## config.mk

```make
export PLATFORM = sky130hd
export DESIGN_NAME = network_source
export DESIGN_NICKNAME = d
export VERILOG_FILES = /design/src/rtl/network_source.sv
export SDC_FILE = /design/constraint.sdc
export NUM_CORES = 1
export LEC_CHECK = 0
export ABC_AREA = 0
export ABC_CLOCK_PERIOD_IN_PS = 2610
export CORE_MARGIN = 2
export CORE_UTILIZATION = 35
export CTS_CLUSTER_DIAMETER = 80
export DETAILED_ROUTE_END_ITERATION = 10
export DONT_BUFFER_PORTS = 1
export SLEW_MARGIN = 5
export SYNTH_ARGS = -nofsm -noshare
export SYNTH_HDL_FRONTEND = slang
export SYNTH_SLANG_ARGS = --single-unit
```

## constraint.sdc

```tcl
create_clock -name clk -period 2.61 [get_ports clk]
set_clock_uncertainty 0.2 [all_clocks]
set_input_delay 0.3915 -clock clk [delete_from_list [all_inputs] [get_ports clk]]
set_output_delay 0.3915 -clock clk [all_outputs]
set_load 0.05 [all_outputs]
```

## src/rtl/network_source.sv

```systemverilog
// Packet-to-network decoder: turns SPK/RUN/SNC/CLR dispatch packets into net_run/net_sync/net_clear requests.
// Define SOURCE_ERR_EN to add the sticky src_err port (undefined opcode, bad SPK index, RUN 0 with waiting fires).

package dispatch_config;
  localparam int unsigned NUM_OPC   = 8;
  localparam int unsigned NUM_INP   = 6;
  localparam int unsigned PFX_WIDTH = $clog2(NUM_OPC);
  localparam int unsigned IDX_WIDTH = $clog2(NUM_INP);

  localparam logic [PFX_WIDTH-1:0] OPC_NOP = PFX_WIDTH'(0);
  localparam logic [PFX_WIDTH-1:0] OPC_SPK = PFX_WIDTH'(1);
  localparam logic [PFX_WIDTH-1:0] OPC_RUN = PFX_WIDTH'(2);
  localparam logic [PFX_WIDTH-1:0] OPC_SNC = PFX_WIDTH'(3);
  localparam logic [PFX_WIDTH-1:0] OPC_CLR = PFX_WIDTH'(4);
endpackage

module network_source
  import dispatch_config::*;
#(
  parameter int unsigned PKT_WIDTH = 16
) (
  input  logic                 clk,
  input  logic                 arst,
  input  logic [PKT_WIDTH-1:0] src,
  input  logic                 src_valid,
  output logic                 src_ready,
  output logic                 net_run,
  output logic                 net_sync,
  output logic                 net_clear,
  input  logic                 net_ready,
  output logic [NUM_INP-1:0]   net_inp
`ifdef SOURCE_ERR_EN
  ,
  output logic                 src_err
`endif
);

  localparam int unsigned RUN_WIDTH = PKT_WIDTH - PFX_WIDTH;
  localparam int unsigned IDX_W     = (IDX_WIDTH == 0) ? 1 : IDX_WIDTH;
  localparam logic [IDX_W:0] NUM_INP_W = (IDX_W + 1)'(NUM_INP);

  typedef enum logic [1:0] {IDLE, RUNS, SYNC, CLRD} state_t;

  state_t                 state;
  logic [NUM_INP-1:0]     pending;
  logic [RUN_WIDTH-1:0]   run_cnt;

  logic [PFX_WIDTH-1:0]   opc;
  logic [RUN_WIDTH-1:0]   payload;
  logic [IDX_W-1:0]       idx;
  logic                   idx_ok;
  logic [NUM_INP-1:0]     spk_mask;
  logic                   accept;
  logic                   handshake;

  // With a single input the index field has no bits, so the index is implicitly zero.
  if (IDX_WIDTH == 0) begin : g_idx_implicit
    assign idx = '0;
  end else begin : g_idx_field
    assign idx = src[RUN_WIDTH-1 -: IDX_WIDTH];
  end

  always_comb begin
    opc       = src[PKT_WIDTH-1 -: PFX_WIDTH];
    payload   = src[RUN_WIDTH-1:0];
    idx_ok    = ({1'b0, idx} < NUM_INP_W);
    spk_mask  = idx_ok ? (NUM_INP'(1) << idx) : '0;
    accept    = src_valid && src_ready;
    handshake = net_ready && (net_run || net_sync || net_clear);
  end

  always_ff @(posedge clk or posedge arst) begin
    if (arst) begin
      state     <= IDLE;
      src_ready <= 1'b1;
      net_run   <= 1'b0;
      net_sync  <= 1'b0;
      net_clear <= 1'b0;
      net_inp   <= '0;
      pending   <= '0;
      run_cnt   <= '0;
    end else begin
      case (state)
        IDLE: begin
          if (accept) begin
            case (opc)
              OPC_SPK: pending <= pending | spk_mask;
              OPC_RUN: begin
                run_cnt <= payload;
                if (payload != '0) begin
                  state     <= RUNS;
                  src_ready <= 1'b0;
                  net_run   <= 1'b1;
                  net_inp   <= pending;
                end
              end
              OPC_SNC: begin
                state     <= SYNC;
                src_ready <= 1'b0;
                net_sync  <= 1'b1;
              end
              OPC_CLR: begin
                state     <= CLRD;
                src_ready <= 1'b0;
                net_clear <= 1'b1;
                pending   <= '0;
              end
              default: ;
            endcase
          end
        end
        RUNS: begin
          // Fires ride only on the first accepted network cycle; later cycles present zero.
          if (handshake) begin
            pending <= '0;
            net_inp <= '0;
            run_cnt <= run_cnt - RUN_WIDTH'(1);
            if (run_cnt == RUN_WIDTH'(1)) begin
              state     <= IDLE;
              src_ready <= 1'b1;
              net_run   <= 1'b0;
            end
          end
        end
        SYNC: begin
          if (handshake) begin
            state     <= IDLE;
            src_ready <= 1'b1;
            net_sync  <= 1'b0;
          end
        end
        CLRD: begin
          if (handshake) begin
            state     <= IDLE;
            src_ready <= 1'b1;
            net_clear <= 1'b0;
          end
        end
        default: begin
          state     <= IDLE;
          src_ready <= 1'b1;
          net_run   <= 1'b0;
          net_sync  <= 1'b0;
          net_clear <= 1'b0;
          net_inp   <= '0;
        end
      endcase
    end
  end

`ifdef SOURCE_ERR_EN
  logic undefined_opc;
  logic err_event;

  always_comb begin
    undefined_opc = !(opc inside {OPC_NOP, OPC_SPK, OPC_RUN, OPC_SNC, OPC_CLR});
    err_event     = accept && (undefined_opc
                               || ((opc == OPC_SPK) && !idx_ok)
                               || ((opc == OPC_RUN) && (payload == '0) && (pending != '0)));
  end

  always_ff @(posedge clk or posedge arst) begin
    if (arst) begin
      src_err <= 1'b0;
    end else if (err_event) begin
      src_err <= 1'b1;
    end
  end
`endif

endmodule
```

==> impl_metrics.env <==
export IMPL_outcome="finished clean"
export IMPL_cp_buffers_inverters=1
export IMPL_fin_area_sq_um=2051
export IMPL_syn_to_final_growth_pct=14.54
export IMPL_yosysWarnings=0
export IMPL_start_util_pct=35.74
export IMPL_avgRoutedWirePerCell_um=16.40
export IMPL_cap_violations=0
export IMPL_antenna_found_initial=0
export IMPL_cts_buffers=5
export IMPL_clkPwrFrac_pct=49.6
export IMPL_ys_types=52
export IMPL_overflow=0
export IMPL_worst_slack_ns=0.3906
export IMPL_pwr_share_seq_pct=48.1
export IMPL_synthFlopType="dfrtp_1"
export IMPL_synthTopCellsByArea="dfrtp_1 42%, nand2_1 5.5%, a21oi_1 5.0%, mux2i_1 3.4%, nor2_1 3.1%"
export IMPL_internal_power_mw=0.7962
export IMPL_post_cts_repair_setup_buffers=0
export IMPL_tightest_slew_ns=0.6570
export IMPL_drtIter0Drc=108
export IMPL_clock_root_buffer="clkbuf_8"
export IMPL_routed_via_density=5.592
export IMPL_holdPathStages=1
export IMPL_min_path_type="input port to flop"
export IMPL_mostFrequentLayoutCells="30 x dfrtp_1, 26 x nand2_1, 18 x a21oi_1"
export IMPL_postPlaceCellArea_sq_um=1923
export IMPL_grt_max_degree=32
export IMPL_timing_hold_ws_ns=0.01160
export IMPL_critical_path_class="flop to flop"
export IMPL_finalSetupViolCount=0
export IMPL_crit_fanout=5
export IMPL_critPathMaxStageDelay_ns=0.53
export IMPL_io_pins=30
export IMPL_fin_crit_sh_pct=85.04
export IMPL_fillers=536
export IMPL_cts_sinks=31
export IMPL_hp_start="src[10]"
export IMPL_dp_hpwl_mm=3.322
export IMPL_synth_top_area_share_pct=41.93
export IMPL_crit_cells=6
export IMPL_final_common_cell="dfrtp_1"
export IMPL_syn_area_per_cell_sq_um=8.908
export IMPL_tns_ns=0
export IMPL_design_core_area_sq_um=5010
export IMPL_row_count=26
export IMPL_multiInputGateArea_sq_um=930.9
export IMPL_grt_pass1_vias=1530
export IMPL_dp_cells=273
export IMPL_slew_viol_final=0
export IMPL_synthCells=201
export IMPL_finalCriticalPeriod_ns=2.219
export IMPL_p_comb_share_pct=2.3
export IMPL_die_y_um=75.53
export IMPL_htreeDepth=2
export IMPL_r2r_start="run_cnt[0]"
export IMPL_clock_path_buffers=2
export IMPL_synthesis_nets=223
export IMPL_p_sw_mw=0.2026
export IMPL_cpLargestDelayFamily="simple AND/OR/NAND/NOR gates"
export IMPL_die_area_sq_um=5704
export IMPL_drtAntennaViolNets=0
export IMPL_diodes=0
export IMPL_dr_pass1_iters=4
export IMPL_fmax_ghz=0.4506
export IMPL_endpoint_kind="flop"
export IMPL_fin_nets=233
export IMPL_timing_slew_headroom_pct=56.20
export IMPL_dp_slack_ns=0.4070
export IMPL_power_leakage_nw=0.9146
export IMPL_synthArstFlopShare_pct=100.0
export IMPL_reg2reg_depth=6
export IMPL_tritoncts="yes"
export IMPL_insertion_delay_ns=0.29
export IMPL_drc=0
export IMPL_slowest_stage="or3b_2"
export IMPL_grt_pass1_wl_mm=7.403
export IMPL_finalHoldViolCount=0
export IMPL_vdd_drop_max_uv=174.7
export IMPL_switching_share_pct=20.29
export IMPL_drive_gt1_share_pct=14.15
export IMPL_num_vias=1577
export IMPL_layoutNonFillerInstCount=282
export IMPL_track_usage_pct=17.48
export IMPL_synth_top_area_cell="dfrtp_1"
export IMPL_synth_seq_cells=31
export IMPL_cp_start_kind="flop"
export IMPL_synth_edf_count=0
export IMPL_clk_pin_slew_ns=0.07
export IMPL_required_ns=2.60
export IMPL_port_buffers=0
export IMPL_ctsResizeCount=0
export IMPL_path_cells="inv_1 -> ha_1 -> or3b_2 -> nor2_1 -> o21ai_0 -> a211oi_1"
export IMPL_register_area_sq_um=777.0
export IMPL_seq_area_frac_synth_pct=43.40
export IMPL_synth_cell_area_sq_um=1790
export IMPL_rsz0062_at_grt="no"
export IMPL_crit_arrival_ns=2.21
export IMPL_die_x_um=75.53
export IMPL_power_density_nw_per_um2=487.0
export IMPL_wl_mm=4.624
export IMPL_startpoint="run_cnt[0]"
export IMPL_place_congestion=0.8669
==> per-stage QoR <==
stage / power (mW) / util, %
floorplan: 0.5053 / -
global placement: 0.5115 / 38.39
detailed placement: 0.5118 / 38.39
CTS: 1.013 / 40.93
global route: 1.033 / 40.93
finish: 0.9988 / 40.93
==> kinds of logic after synthesis <==
family | after synthesis | synth area share (%)
flip-flops | 31 | 43.40
AO/OA/AOI/OAI | 63 | 23.90
AND/OR/NAND/NOR | 78 | 23.34
multiplexers | 6 | 3.354
adder cells (fa/ha/maj) | 2 | 1.397
buffers and inverters | 21 | 4.612
==> power groups by stage <==
| stage | Combinational (mW) | Clock [mW] | Sequential, mW |
|---|---|---|---|
| finish | 0.0226 | 0.496 | 0.480 |
| global route | 0.0266 | 0.527 | 0.480 |
| CTS | 0.0236 | 0.510 | 0.480 |
| detailed placement | 0.0224 | 0 | 0.489 |
| global placement | 0.0221 | 0 | 0.489 |
| floorplan | 0.0159 | 0 | 0.489 |
==> final cells by class <==
type	count	area share [%]
Timing Repair Buffer	12	4.515
Tap cell	70	4.271
Multi-Input combinational cell	149	45.39
Inverter	12	2.196
Clock inverter	2	1.708
Clock buffer	6	4.027
Sequential cell	31	37.89
==> cell usage after synthesis (4+ instances only) <==
library cell	instances
mux2i_1	6
nor4_1	4
nor2_1	15
dfrtp_1	30
inv_1	12
nand3_1	6
a21oi_1	18
o22ai_1	4
clkbuf_1	5
o21ai_0	11
nand2b_1	4
nand2_1	26
==> flip-flops by register name (all words and copies together) (netlist names) <==
name and count:
state 2, run_cnt 13, net_inp 6, net_run 1, net_clear 1, src_ready 1
net_sync 1, pending 6
==> worst paths after layout <==
| kind | end | slack (ns) |
|---|---|---|
| max in group asynchronous | src_ready | 1.43 |
| worst min register to register | pending[2] | 0.28 |
| min in group asynchronous | run_cnt[3] | 0.42 |
| worst min-delay path | pending[2] | 0.01 |
| worst max register to register | run_cnt[8] | 0.39 |
| worst max-delay path | run_cnt[8] | 0.39 |
==> timing repair <==
item                                   CTS  global route
endpoints found under the hold margin   30             0
hold buffers                             1             0
setup endpoints to repair                0             0
==> metal layers <==
layer	part of all wire (%)	vias up	GRT usage (%)	wire, um
li1	-	763	-	-
met1	45	750	22.37	2094
met2	44	53	26.86	2050
met3	8.2	11	6.614	379
met4	2.1	0	6.628	99
met5	0	-	0	0
No activity file was read; power rests on OpenSTA's default activity.
